### src/rtl/triangle_setup.sv
`timescale 1ns/1ps
`default_nettype none
// ============================================================================
//  Module      : triangle_setup
//  Description : Captures a triangle from the texel assembler, computes edge
//                deltas, cross products, signed twice-area, winding fix-up,
//                screen-clamped bounding box and cull decision, then holds
//                the set-up triangle until the rasterizer accepts it.
//
//  Port layout (flattened records):
//    vertex     [47:0]  = {z[15:0], y[15:0], x[15:0]}
//    triangle  [143:0]  = {r[47:0], q[47:0], p[47:0]}
//    colour     [23:0]  = {r[7:0], g[7:0], b[7:0]}
//
//  Revision    : 1.0  initial release
// ============================================================================
module triangle_setup #(
    parameter int SCREEN_W = 640,
    parameter int SCREEN_H = 480
) (
    input  logic          clk,
    input  logic          n_rst,
    input  logic [143:0]  texel_vertices_in,
    input  logic [23:0]   texel_color_in,
    input  logic          texel_ready,
    output logic          texel_read,
    input  logic          raster_ready,
    output logic          tri_valid,
    output logic [143:0]  tri_vertices_out,
    output logic [23:0]   tri_color_out,
    output logic [15:0]   bbox_min_x,
    output logic [15:0]   bbox_min_y,
    output logic [15:0]   bbox_max_x,
    output logic [15:0]   bbox_max_y,
    output logic [32:0]   tri_area,
    output logic [15:0]   cull_count
);

    localparam logic [15:0] MAX_X      = 16'(SCREEN_W - 1);
    localparam logic [15:0] MAX_Y      = 16'(SCREEN_H - 1);
    localparam logic [16:0] SCREEN_W_L = 17'(SCREEN_W);
    localparam logic [16:0] SCREEN_H_L = 17'(SCREEN_H);

    typedef enum logic [2:0] {
        IDLE    = 3'd0,
        CAPTURE = 3'd1,
        DIFF    = 3'd2,
        MUL     = 3'd3,
        SETUP   = 3'd4,
        HOLD    = 3'd5
    } state_t;

    state_t state_q, state_d;

    // working registers
    logic [143:0]        verts_q, verts_d;
    logic [23:0]         color_q, color_d;
    logic signed [16:0]  dx1_q, dx1_d, dy1_q, dy1_d;
    logic signed [16:0]  dx2_q, dx2_d, dy2_q, dy2_d;
    logic signed [33:0]  prod1_q, prod1_d, prod2_q, prod2_d;

    // output registers
    logic [143:0]        vout_q, vout_d;
    logic [23:0]         cout_q, cout_d;
    logic [15:0]         bminx_q, bminx_d, bminy_q, bminy_d;
    logic [15:0]         bmaxx_q, bmaxx_d, bmaxy_q, bmaxy_d;
    logic [32:0]         area_q, area_d;
    logic [15:0]         cull_q, cull_d;

    // unpacked view of the captured vertices
    logic [47:0] p_v, q_v, r_v;
    logic [15:0] p_x, p_y, q_x, q_y, r_x, r_y;

    assign p_v = verts_q[47:0];
    assign q_v = verts_q[95:48];
    assign r_v = verts_q[143:96];
    assign p_x = p_v[15:0];
    assign p_y = p_v[31:16];
    assign q_x = q_v[15:0];
    assign q_y = q_v[31:16];
    assign r_x = r_v[15:0];
    assign r_y = r_v[31:16];

    function automatic logic [15:0] min3(input logic [15:0] a, input logic [15:0] b,
                                         input logic [15:0] c);
        logic [15:0] m;
        m = (a < b) ? a : b;
        return (c < m) ? c : m;
    endfunction

    function automatic logic [15:0] max3(input logic [15:0] a, input logic [15:0] b,
                                         input logic [15:0] c);
        logic [15:0] m;
        m = (a > b) ? a : b;
        return (c > m) ? c : m;
    endfunction

    // SETUP-stage geometry: signed area, magnitude, bbox, clamping, cull test
    logic signed [33:0] area_s;
    logic signed [33:0] area_neg;
    logic [32:0]        area_abs;
    logic               is_cw;
    logic [15:0]        min_x, min_y, max_x, max_y;
    logic [15:0]        max_x_clamped, max_y_clamped;
    logic               cull;
    logic [143:0]       ordered_verts;

    // Combinational geometry derived from the product and vertex registers
    always_comb begin
        area_s        = prod1_q - prod2_q;
        area_neg      = -area_s;
        is_cw         = area_s[33];
        area_abs      = is_cw ? area_neg[32:0] : area_s[32:0];
        min_x         = min3(p_x, q_x, r_x);
        min_y         = min3(p_y, q_y, r_y);
        max_x         = max3(p_x, q_x, r_x);
        max_y         = max3(p_y, q_y, r_y);
        max_x_clamped = (max_x > MAX_X) ? MAX_X : max_x;
        max_y_clamped = (max_y > MAX_Y) ? MAX_Y : max_y;
        cull          = (area_s == 34'sd0) ||
                        ({1'b0, min_x} >= SCREEN_W_L) ||
                        ({1'b0, min_y} >= SCREEN_H_L);
        // Clockwise input: exchange q and r (whole vertex, z included)
        ordered_verts = is_cw ? {q_v, r_v, p_v} : verts_q;
    end

    // Next-state decode and Moore handshake outputs
    always_comb begin
        state_d    = state_q;
        texel_read = 1'b0;
        tri_valid  = 1'b0;
        case (state_q)
            IDLE:    if (texel_ready) state_d = CAPTURE;
            CAPTURE: begin
                texel_read = 1'b1;
                state_d    = DIFF;
            end
            DIFF:    state_d = MUL;
            MUL:     state_d = SETUP;
            SETUP:   state_d = cull ? IDLE : HOLD;
            HOLD: begin
                tri_valid = 1'b1;
                if (raster_ready) state_d = IDLE;
            end
            default: state_d = IDLE;
        endcase
    end

    // Datapath next values; each register only moves in its own stage
    always_comb begin
        verts_d = verts_q;
        color_d = color_q;
        dx1_d   = dx1_q;
        dy1_d   = dy1_q;
        dx2_d   = dx2_q;
        dy2_d   = dy2_q;
        prod1_d = prod1_q;
        prod2_d = prod2_q;
        vout_d  = vout_q;
        cout_d  = cout_q;
        bminx_d = bminx_q;
        bminy_d = bminy_q;
        bmaxx_d = bmaxx_q;
        bmaxy_d = bmaxy_q;
        area_d  = area_q;
        cull_d  = cull_q;
        case (state_q)
            CAPTURE: begin
                verts_d = texel_vertices_in;
                color_d = texel_color_in;
            end
            DIFF: begin
                dx1_d = $signed({1'b0, q_x} - {1'b0, p_x});
                dy1_d = $signed({1'b0, q_y} - {1'b0, p_y});
                dx2_d = $signed({1'b0, r_x} - {1'b0, p_x});
                dy2_d = $signed({1'b0, r_y} - {1'b0, p_y});
            end
            MUL: begin
                prod1_d = 34'(dx1_q) * 34'(dy2_q);
                prod2_d = 34'(dx2_q) * 34'(dy1_q);
            end
            SETUP: begin
                if (cull) begin
                    // Dropped triangles leave the presented outputs untouched
                    if (cull_q != 16'hFFFF) cull_d = cull_q + 16'd1;
                end else begin
                    vout_d  = ordered_verts;
                    cout_d  = color_q;
                    bminx_d = min_x;
                    bminy_d = min_y;
                    bmaxx_d = max_x_clamped;
                    bmaxy_d = max_y_clamped;
                    area_d  = area_abs;
                end
            end
            default: ;
        endcase
    end

    // State and datapath registers with asynchronous clear
    always_ff @(posedge clk or negedge n_rst) begin
        if (!n_rst) begin
            state_q <= IDLE;
            verts_q <= '0;
            color_q <= '0;
            dx1_q   <= '0;
            dy1_q   <= '0;
            dx2_q   <= '0;
            dy2_q   <= '0;
            prod1_q <= '0;
            prod2_q <= '0;
            vout_q  <= '0;
            cout_q  <= '0;
            bminx_q <= '0;
            bminy_q <= '0;
            bmaxx_q <= '0;
            bmaxy_q <= '0;
            area_q  <= '0;
            cull_q  <= '0;
        end else begin
            state_q <= state_d;
            verts_q <= verts_d;
            color_q <= color_d;
            dx1_q   <= dx1_d;
            dy1_q   <= dy1_d;
            dx2_q   <= dx2_d;
            dy2_q   <= dy2_d;
            prod1_q <= prod1_d;
            prod2_q <= prod2_d;
            vout_q  <= vout_d;
            cout_q  <= cout_d;
            bminx_q <= bminx_d;
            bminy_q <= bminy_d;
            bmaxx_q <= bmaxx_d;
            bmaxy_q <= bmaxy_d;
            area_q  <= area_d;
            cull_q  <= cull_d;
        end
    end

    assign tri_vertices_out = vout_q;
    assign tri_color_out    = cout_q;
    assign bbox_min_x       = bminx_q;
    assign bbox_min_y       = bminy_q;
    assign bbox_max_x       = bmaxx_q;
    assign bbox_max_y       = bmaxy_q;
    assign tri_area         = area_q;
    assign cull_count       = cull_q;

endmodule
`default_nettype wire

### config.mk
export PLATFORM = sky130hd
export DESIGN_NAME = triangle_setup
export DESIGN_NICKNAME = d
export VERILOG_FILES = /design/src/rtl/triangle_setup.sv
export SDC_FILE = /design/constraint.sdc
export NUM_CORES = 2
export LEC_CHECK = 0
export ABC_AREA = 1
export CAP_MARGIN = 20
export CORE_UTILIZATION = 52
export CTS_CLUSTER_DIAMETER = 60
export DETAILED_ROUTE_END_ITERATION = 10
export PLACE_DENSITY = 0.81
export RECOVER_POWER = 50
export REMOVE_ABC_BUFFERS = 1
export SLEW_MARGIN = 5
export SYNTH_ARGS = -nofsm -noshare
export SYNTH_HDL_FRONTEND = slang
export SYNTH_SLANG_ARGS = --single-unit
### constraint.sdc
create_clock -name clk -period 8.66 [get_ports clk]
set_clock_uncertainty 0.15 [all_clocks]
set_input_delay 2.598 -clock clk [delete_from_list [all_inputs] [get_ports clk]]
set_output_delay 2.598 -clock clk [all_outputs]
set_load 0.01 [all_outputs]
==> summary.txt <==
Status - finished, violations left
Syn Area/Cell - 8.13 µm²
Die Y-Extent - 320 µm
Nets - 7854
RSZ-0062 raised after global routing - no
Yosys Warn Count - 0
XOR/XNOR Fraction of Synth Area - 0.0297
Clk slew on worst S/H paths - 0.06 ns
Total placed cells including tap cells - 8033
Die area - 103000 µm²
Main combinational cell family by area after synthesis - adder cells
Die width - 320 µm
Slew Limit Fails - 551
Max_cap viols - 7
Grt total ovfl - 0
Residual DRC - 0
Post-synthesis compound-gate area fraction - 0.0898
CP Data Arrival Time - 7.48 ns
DRT antenna net count - 0
Crit. End Element - register
Gpl congestion - 0.949
Final std cells w/o fill - 8180
Drt wl/cell - 18.1 µm
Fin crit period - 7.04 ns
WHS - 0.312 ns
Post-synthesis adder-cell area fraction - 0.305
WS Path Type - reg -> reg
Ys async rst share - 1.00
Syn Inst Count - 6486
Layout Utilization - 0.603
Setup WS post-layout - 1.62 ns
First-pass GRT wire length - 237000 µm
Cts-stage hold buffer count - 0
Gr usage total - 0.292
Cts bufs inserted - 74
Vias/cell - 5.35
Clock Root Buffer - clkbuf_16
Final setup viols - 0
Later-pin clock latency in the skew report - 0.66 ns
Fmax - 142 MHz
CTS resizes - 0
Period utilisation layout - 0.813
Io pins - 455
Final hold violation count - 0
CTS sink cnt - 588
Sequential area share after synthesis - 0.279
Largest net degree at the start of global routing - 178
Share of cells above drive strength 1 - 0.0324
Via count - 43700
Post-synth EDFFs - 0
Post-Syn Area - 52700 µm²
Core area - 100000 µm²
Critical Path Fanout Max - 64
WP data required - 9.09 ns
Yosys top cell by area - dfrtp_1
Vias in the first global route - 44300
TritonCTS clock tree - done
HP Class - reg -> reg
Drt total wl - 148000 µm
Mux contribution to synthesized area - 0.00703
Layout area overhead - 14.8%
Slew @ Worst Pin - 5.01 ns
Largest cells by area after synthesis - dfrtp_1 28%, fa_1 23%, nand2_1 14%
Most frequent cell after synthesis - nand2_1
Synth top area share - 0.279
Initial antenna violation count - 28
DR pass1 iterations - 6
Core Rows - 116
Port bufs - 454
Failing checks - max-capacitance violations, max-slew violations
Top FF cell, synth - dfrtp_1
Postcts setup bufs - 0
Initial DRC count - 3704
Hpwl dp - 116000 µm
Initial Util - 0.526
Clk buf depth - 3
Distinct cells, synth - 50
Place WS - 1.77 ns
Max-slew headroom - -2.34
Clock H-tree levels - 3
Flops & latches, synth - 588
Startpoint type of the worst setup path - register
Simple-gate area share of the yosys netlist - 0.181
Synth cell count leaders - 1991 x nand2_1, 1152 x inv_1, 597 x fa_1
layout make-up:
| cell class | count | area, µm² |
|---|---|---|
| Antenna cell | 10 | 25.0 |
| Clock buffer | 103 | 2110 |
| Clock inverter | 32 | 468 |
| Fill cell | 8445 | 39800 |
| Inverter | 1156 | 4340 |
| Multi-Input combinational cell | 4445 | 32300 |
| Sequential cell | 588 | 14700 |
| Tap cell | 1357 | 1700 |
| Timing Repair Buffer | 489 | 4830 |
metrics by stage:
step	cell area (µm²)	setup TNS [ns]
5_1_grt	60500	0
4_1_cts	60500	0
3_3_place_gp	57900	0
6_report	60500	0
3_5_place_dp	57900	0
2_1_floorplan	51300	-1114.48
registers in the layout, indices dropped and copies added (netlist names), 24 cells and up:
signal and flops:
tri_area 33, color_q 24, prod2_q 34, prod1_q 34, tri_color_out 24, tri_vertices_out 144, verts_q 144
routing by layer:
layer | routed length, µm | GRT usage | part of all wire
met1 | 58800 | 0.375 | 0.40
met2 | 71500 | 0.487 | 0.48
met4 | 5380 | 0.104 | 0.036
met3 | 12500 | 0.0645 | 0.084
met5 | 149 | 0 | 0.0010
kinds of logic after synthesis:
family                     Yosys count
and+or+nand+nor                   2411
buffers and inverters             1453
adders and majority gates          928
AOI/OAI and AO/OA                  890
DFF                                588
xor gates and xnor gates           179
muxes                               37
worst max-delay path: stages, from the launching register on:
cell and delay [ns]:
dfrtp_1 0.38, inv_1 0.14, ha_1 0.39, nand2_1 0.09
nor2_1 0.16, nand3_1 0.12, nand3_2 0.14, nand2_2 0.08
nand2_4 0.28, nand2_2 0.42, o21ai_0 0.41, ha_1 0.32
nand4_1 0.18, a31oi_1 0.11, a2111oi_4 0.45, nand2_4 0.29
o21ai_0 0.35, nand2_1 0.09, nand2_1 0.10, nand2_1 0.16
nor2_2 0.18, nand3_4 0.59, inv_2 0.58, buf_4 0.50
nand2_1 0.13, nand2_1 0.10
final timing paths:
check	start	to	slack [ns]	cells past startpoint
max in group asynchronous	n_rst	dx2_q[13]	1.77	1
setup reg to reg	verts_q[8]	tri_vertices_out[35]	1.62	25
min in group asynchronous	n_rst	tri_color_out[4]	3.72	1
setup / recovery	verts_q[8]	tri_vertices_out[35]	1.62	25
hold reg to reg	bbox_min_y[12]	bbox_min_y[12]	0.31	2
hold / removal	bbox_min_y[12]	bbox_min_y[12]	0.31	2
placed cells by master (no fill, tap or decap), types with 29 or more instances in the layout:
cell type,instances
nand2_1,1991
inv_1,1151
fa_1,597
dfrtp_1,588
o21ai_0,433
clkdlybuf4s50_1,376
ha_1,331
a21oi_1,184
nor2_1,180
o21ai_1,174
xor2_1,103
nand3_1,100
dlygate4sd3_1,77
xnor2_1,76
clkbuf_16,76
nor3_1,42
mux2i_1,37
or2_2,34
nand4_1,29
Power is not shown: default switching activity piles up to over one toggle a cycle in this logic, so the estimate is an artifact.
